### src/rtl/muldiv_seq_pkg.sv
// Shared definitions for the sequential RV32M-style multiply/divide unit.
// Latency: n/a (constants, types and an elaboration-time helper only).
// Backpressure: n/a.
package muldiv_seq_pkg;

   // funct3 encodings of the M-extension operations
   localparam logic [2:0] F_MUL    = 3'b000;
   localparam logic [2:0] F_MULH   = 3'b001;
   localparam logic [2:0] F_MULHSU = 3'b010;
   localparam logic [2:0] F_MULHU  = 3'b011;
   localparam logic [2:0] F_DIV    = 3'b100;
   localparam logic [2:0] F_DIVU   = 3'b101;
   localparam logic [2:0] F_REM    = 3'b110;
   localparam logic [2:0] F_REMU   = 3'b111;

   typedef enum logic [1:0] {
      ST_IDLE = 2'd0,
      ST_CALC = 2'd1,
      ST_FIX  = 2'd2,
      ST_DONE = 2'd3
   } state_t;

   // Iteration counter width: must hold values 0..XLEN-1 with headroom
   function automatic int cnt_width(input int xlen);
      return $clog2(xlen) + 1;
   endfunction

endpackage

### src/rtl/muldiv_seq.sv
// Sequential radix-2 multiply/divide (MUL/MULH/MULHSU/MULHU/DIV/DIVU/REM/REMU).
// Latency: done XLEN+2 cycles after accept; divide-by-zero and signed overflow finish in 1 cycle.
// Backpressure: start is accepted only while busy=0; a start seen while busy is dropped, kill aborts.
module muldiv_seq
   import muldiv_seq_pkg::*;
#(
   parameter int XLEN = 32
) (
   input  logic            clock,
   input  logic            reset_n,
   input  logic            start,
   input  logic [2:0]      funct3,
   input  logic [XLEN-1:0] op_a,
   input  logic [XLEN-1:0] op_b,
   input  logic            kill,
   output logic            busy,
   output logic            done,
   output logic [XLEN-1:0] result
);

   localparam int CW = cnt_width(XLEN);

   state_t              state, state_nxt;
   logic [CW-1:0]       cnt;
   logic [2*XLEN-1:0]   acc;      // {hi, lo}: product, or {remainder, quotient}
   logic [XLEN-1:0]     dvs;      // magnitude of op_b (multiplicand / divisor)
   logic [2:0]          op_r;
   logic                neg_r;    // final result must be negated

   // accept-time decode
   logic                a_sgn_op, b_sgn_op, sa, sb;
   logic [XLEN-1:0]     a_mag, b_mag, fast_val;
   logic                b_zero, ovf, fast, accept, last_iter;

   // shared iteration adder and sign-fix path
   logic                is_div, div_ge, sel_hi, is_mulh, fix_cin;
   logic [XLEN:0]       add_a, add_b, add_sum;
   logic [2*XLEN-1:0]   iter_nxt;
   logic [XLEN-1:0]     fix_sel, fix_val;

   // Decode the incoming request: operand magnitudes, result sign and bypass cases
   always_comb begin
      a_sgn_op  = (funct3 == F_MULH) || (funct3 == F_MULHSU) ||
                  (funct3 == F_DIV)  || (funct3 == F_REM);
      b_sgn_op  = (funct3 == F_MULH) || (funct3 == F_DIV) || (funct3 == F_REM);
      sa        = a_sgn_op & op_a[XLEN-1];
      sb        = b_sgn_op & op_b[XLEN-1];
      a_mag     = sa ? (~op_a + 1'b1) : op_a;
      b_mag     = sb ? (~op_b + 1'b1) : op_b;
      b_zero    = (op_b == '0);
      ovf       = ((funct3 == F_DIV) || (funct3 == F_REM)) &&
                  (op_a == {1'b1, {(XLEN-1){1'b0}}}) && (op_b == '1);
      fast      = funct3[2] & (b_zero | ovf);
      // divide by zero: quotient all-ones, remainder = dividend; overflow: quotient = dividend, remainder 0
      if (b_zero)
         fast_val = funct3[1] ? op_a : '1;
      else
         fast_val = funct3[1] ? '0 : op_a;
      accept    = start & ~kill & ((state == ST_IDLE) || (state == ST_DONE));
      last_iter = (cnt == CW'(XLEN-1));
   end

   // One radix-2 step: shift-add for multiply, restoring subtract for divide, one shared adder
   always_comb begin
      is_div = op_r[2];
      if (is_div) begin
         add_a = {1'b0, acc[2*XLEN-2:XLEN-1]};
         add_b = {1'b1, ~dvs};
      end else begin
         add_a = {1'b0, acc[2*XLEN-1:XLEN]};
         add_b = acc[0] ? {1'b0, dvs} : '0;
      end
      add_sum = add_a + add_b + {{XLEN{1'b0}}, is_div};
      // the shifted-out remainder MSB means the partial remainder already exceeds the divisor
      div_ge  = acc[2*XLEN-1] | ~add_sum[XLEN];
      if (is_div)
         iter_nxt = {(div_ge ? add_sum[XLEN-1:0] : acc[2*XLEN-2:XLEN-1]), acc[XLEN-2:0], div_ge};
      else
         iter_nxt = {add_sum, acc[XLEN-1:1]};
   end

   // Sign correction: negate the selected half; the high half of a negated product
   // only takes the +1 carry when the low half is all zero
   always_comb begin
      is_mulh = (op_r == F_MULH) || (op_r == F_MULHSU) || (op_r == F_MULHU);
      sel_hi  = is_mulh || (op_r == F_REM) || (op_r == F_REMU);
      fix_sel = sel_hi ? acc[2*XLEN-1:XLEN] : acc[XLEN-1:0];
      fix_cin = is_mulh ? (acc[XLEN-1:0] == '0) : 1'b1;
      fix_val = neg_r ? (~fix_sel + {{(XLEN-1){1'b0}}, fix_cin}) : fix_sel;
   end

   // State register
   always_ff @(posedge clock or negedge reset_n) begin
      if (!reset_n) state <= ST_IDLE;
      else          state <= state_nxt;
   end

   // Next-state and status outputs; kill wins over everything including a new start
   always_comb begin
      state_nxt = state;
      busy      = 1'b0;
      done      = 1'b0;
      case (state)
         ST_IDLE, ST_DONE: begin
            state_nxt = ST_IDLE;
            if (accept) state_nxt = fast ? ST_DONE : ST_CALC;
            done      = (state == ST_DONE);
         end
         ST_CALC: begin
            busy = 1'b1;
            if (last_iter) state_nxt = ST_FIX;
         end
         ST_FIX: begin
            busy      = 1'b1;
            state_nxt = ST_DONE;
         end
         default: state_nxt = ST_IDLE;
      endcase
      if (kill) state_nxt = ST_IDLE;
   end

   // Datapath: latch on accept, iterate in CALC, commit the result in FIX or on a bypass
   always_ff @(posedge clock or negedge reset_n) begin
      if (!reset_n) begin
         acc    <= '0;
         dvs    <= '0;
         op_r   <= '0;
         neg_r  <= 1'b0;
         cnt    <= '0;
         result <= '0;
      end else if (accept) begin
         op_r  <= funct3;
         neg_r <= (funct3[2] & funct3[1]) ? sa : (sa ^ sb);
         dvs   <= b_mag;
         acc   <= {{XLEN{1'b0}}, a_mag};
         cnt   <= '0;
         if (fast) result <= fast_val;
      end else if (state == ST_CALC && !kill) begin
         acc <= iter_nxt;
         cnt <= cnt + 1'b1;
      end else if (state == ST_FIX && !kill) begin
         result <= fix_val;
      end
   end

endmodule

### config.mk
export PLATFORM = sky130hd
export DESIGN_NAME = muldiv_seq
export DESIGN_NICKNAME = d
export VERILOG_FILES = /design/src/rtl/muldiv_seq_pkg.sv /design/src/rtl/muldiv_seq.sv
export SDC_FILE = /design/constraint.sdc
export NUM_CORES = 1
export LEC_CHECK = 0
export ABC_CLOCK_PERIOD_IN_PS = 12530
export BUFFER_PORTS_ARGS = -buffer_cell sky130_fd_sc_hd__buf_2
export CORE_ASPECT_RATIO = 1.75
export CORE_MARGIN = 1.5
export CORE_UTILIZATION = 67
export DETAILED_ROUTE_END_ITERATION = 8
export GPL_TIMING_DRIVEN = 0
export PLACE_DENSITY = 0.95
export SLEW_MARGIN = 0
export SYNTH_ARGS = -nofsm -noshare
export SYNTH_HDL_FRONTEND = slang
export SYNTH_SLANG_ARGS = --single-unit
### constraint.sdc
create_clock -name clock -period 12.53 [get_ports clock]
set_input_delay 2.506 -clock clock [delete_from_list [all_inputs] [get_ports clock]]
set_output_delay 2.506 -clock clock [all_outputs]
set_load 0.01 [all_outputs]
==> metrics.yaml <==
grt_pass1_vias: 14300
ys_top_cells_by_count: "nand2_1, o21ai_0, dfrtp_1, a21oi_1, nor2_1"
r2r_cells: 16
cts.repair_timing.setup_buffer_count: 0
drt-wirelength-per-cell_microns: 27.1
r2r-start: "op_r[2]"
maxSlewHeadroom_pct: 25.0
dr.pass1.iters: 9
largest_family_of_logic_cells_by_synthesized_area: "compound AO/OA/AOI/OAI gates"
min_delay_path_depth: 2
grt_first_pass_wirelength_mm: 83.2
total_setup_violations_reported_at_the_end_of_the_flow: 0
async_flop_share_pct: 100
finalNetCount: 1839
power_dens_cells_mw_per_mm2: 292
synth-simple-area-share_pct: 19.2
hold_viol_final: 0
crit_fanout: 10
htree_num_levels: 4
cp-startpoint: "op_r[2]"
grt_setup_unrepaired: "no"
number_of_synthesized_flops_with_an_enable_pin: 0
timing_max_transition_violations_final: 0
cts_sinks: 140
worst-path-stages: 16
synth_compound_area_share_pct: 26.3
cts.path.max_buffers: 2
die_w_microns: 106
synth_xor_area_share_pct: 7.99
synthMostInstantiatedCell: "nand2_1"
postSynthNetCount: 1714
ys_ff_latch: 140
die_area_sq_mm: 0.0195
finalClockSkew_ns: 0.0144
synth_cell_types: 72
std_cell_rows: 65
timing.final.crit_share_pct: 54.1
wl_met3_mm: 6.41
fillCellCount: 1367
synth_area_per_cell_sq_um: 7.81
worst_setup_hold_path_clk_slew_ns: 0.06
hold_slack_ns: 0.485
fp.coreArea_sq_mm: 0.0181
cell_chosen_for_the_clock_root: "clkbuf_16"
antenna_violations_before_repair: 4
syn_inst: 1600
total_half_perimeter_wirelength_after_legalization_and_detailed_placement_mm: 39.2
place_ws_ns: 6.40
clock_latency_ns: 0.46
cts_repair_resize_count: 0
synth_largest_area_cell: "dfrtp_1"
post_synth_instance_area_sq_mm: 0.0125
worst_ep_arrival_time_ns: 7.17
vias_after_detailed_routing: 14400
critical_path.n_buffers_inverters: 6
seq_area_frac_synth_pct: 28.0
multiInputGateArea_sq_mm: 0.00847
finalSetupTns_ns: 0
tritoncts: "built"
detailroute.wirelength.met2_mm: 24.5
path_cells: "clkbuf_1, buf_1, clkbuf_1, o21ai_0, ha_1, clkbuf_1, nand4_1, nor4_1, o211ai_1, nand4_1, a21o_1, clkbuf_1, clkbuf_1, o21ai_0, o21ai_0, a22o_1"
synth_top_cell_area_share_pct: 28.0
numPortBuffers: 104
violations: "DRC"
worst-endpoint-required_ns: 12.92
achievable-frequency_mhz: 148
globalRoute.totalOverflow: 0
globalplace.congestion: 1.13
hold_path_class: "register to register"
run_status: "complete, but fails checks"
slowest_delay_ns: 0.73
worst_r2r_endpoint: "acc[59]"
timing_worst_slew_pin_value_ns: 1.10
gate_family_responsible_for_the_most_delay_along_the_worst_path: "buffers and inverters"
finalWorstSetupSlack_ns: 5.76
timing.final.crit_period_ns: 6.77
avgViaCountPerCell: 7.28
initial_core_util_pct: 68.9
floorplan.io_pins: 105
cp_slowest_cell: "buf_1"
critPathCaptureType: "register"
path_common_cell: "clkbuf_1"
die_y_microns: 184
routedLengthMet1_mm: 15.5
reg_to_reg_slack_setup_ns: 5.76
route.final.wire_length_mm: 53.5
drc_violation_total_after_the_first_tritonroute_iteration: 1940
synth_flop_cell: "dfrtp_1"
detail-route-antenna-nets: 0
start_kind: "register"
critical_path_start_end_classification: "register to register"
synthMuxAreaShare_pct: 8.69
leakage_power_total_nw: 5.91
synthTopCellsByArea: "dfrtp_1, o21ai_0, nand2_1"
endpoint: "acc[59]"
fraction_of_layout_instances_using_a_drive_strength_above_1_pct: 12.0
maximum_number_of_pins_on_one_net_before_global_route_repair: 76
top_layer_used: "met4"
maxCapViolCount: 0
ir_drop_uv: 186
synth_fa_ha_area_share_pct: 5.55
cts_made_buffers: 17
syn_warnings: 0
register_area_sq_mm: 0.00350
area_delta_synth_final_pct: 11.9
groute.usage.overall_pct: 57.6
detail_route.drc_violations: 7
cts_hold_repair.buffers: 0
## kinds of logic (layout without fill, tap and decap cells)
family | count (synthesis) | in the layout
and+or+nand+nor | 511 | 511
buffers and inverters | 132 | 270
DFF | 140 | 140
xor gates and xnor gates | 114 | 114
AOI/OAI and AO/OA | 542 | 542
other | 0 | 5
adders and majority gates | 57 | 57
muxes | 104 | 104
## state kept, by name (all words and copies together), names as in the netlist
| signal | flops |
|---|---|
| result | 32 |
| cnt | 6 |
| acc | 64 |
| op_r | 3 |
| neg_r | 1 |
| dvs | 32 |
| state | 2 |
## area by class of cell
cell class              count  share of cell area, %
plain buffers             108                   3.12
diodes                      5                 0.0894
multi-input cells        1328                   60.6
clock buffers              23                   3.63
well taps                 234                   2.09
flip-flops and latches    140                   25.0
inverters                  24                  0.644
repair buffers            106                   4.02
clock inverters             9                  0.778
## power breakdown
part	total (W)	leakage [nW]	internal [W]	switching [W]
combinational	0.00255	3.86	0.000932	0.00162
sequential	0.00100	1.74	0.000654	0.000346
clock	0.000537	0.305	0.000324	0.000212
## layer usage
metal | vias to the layer above | GRT usage (%)
li1 | 6109 | -
met1 | 6600 | 49.6
met2 | 1165 | 89.8
met3 | 515 | 31.0
met4 | 0 | 61.2
met5 | - | 1.06
## placed cells by master, fill, tap and decap left out, types with 18 or more instances in the layout
cell      synthesis  layout
xnor2_1          60      60
nand3_1          24      24
nand4_1          23      23
xor2_1           54      54
nor3_1           35      35
o211ai_1         37      37
buf_2             4     107
nor2_1          111     111
mux2i_1          68      68
o21a_1           19      19
a211oi_1         18      18
ha_1             41      41
a31oi_1          20      20
inv_1            23      23
a21oi_1         134     134
dfrtp_1         140     140
a21o_1           26      26
clkbuf_1         82      82
nand2_1         210     210
mux2_2           36      36
o21ai_0         192     192
## per-stage QoR
stage          total power [W]  utilization (%)  cells  cell area, sq um
6_report               0.00409             77.1   1977             14000
5_1_grt                0.00430             77.1   1974             14000
4_1_cts                0.00390             77.0   1971             14000
3_5_place_dp           0.00335             73.6   1939             13300
3_3_place_gp           0.00328             73.4   1938             13300
2_1_floorplan          0.00257                -   1600             12500
## worst reg2reg max path: cells and delay by family, from the launching register on
family	cells	cell delay, ns
buf+inv	6	3.31
compound gates	6	1.44
simple gates	3	1.08
flops	1	0.52
fa+ha+maj	1	0.37
## worst min-delay path by stage
stage	slack, ns	start	to
floorplan	0.46	dvs[31]	dvs[31]
global placement	0.47	result[7]	result[7]
detailed placement	0.47	result[2]	result[2]
CTS	0.49	result[2]	result[2]
global route	0.49	result[3]	result[3]
finish	0.48	dvs[31]	dvs[31]
No activity file was read; power rests on OpenSTA's default activity.
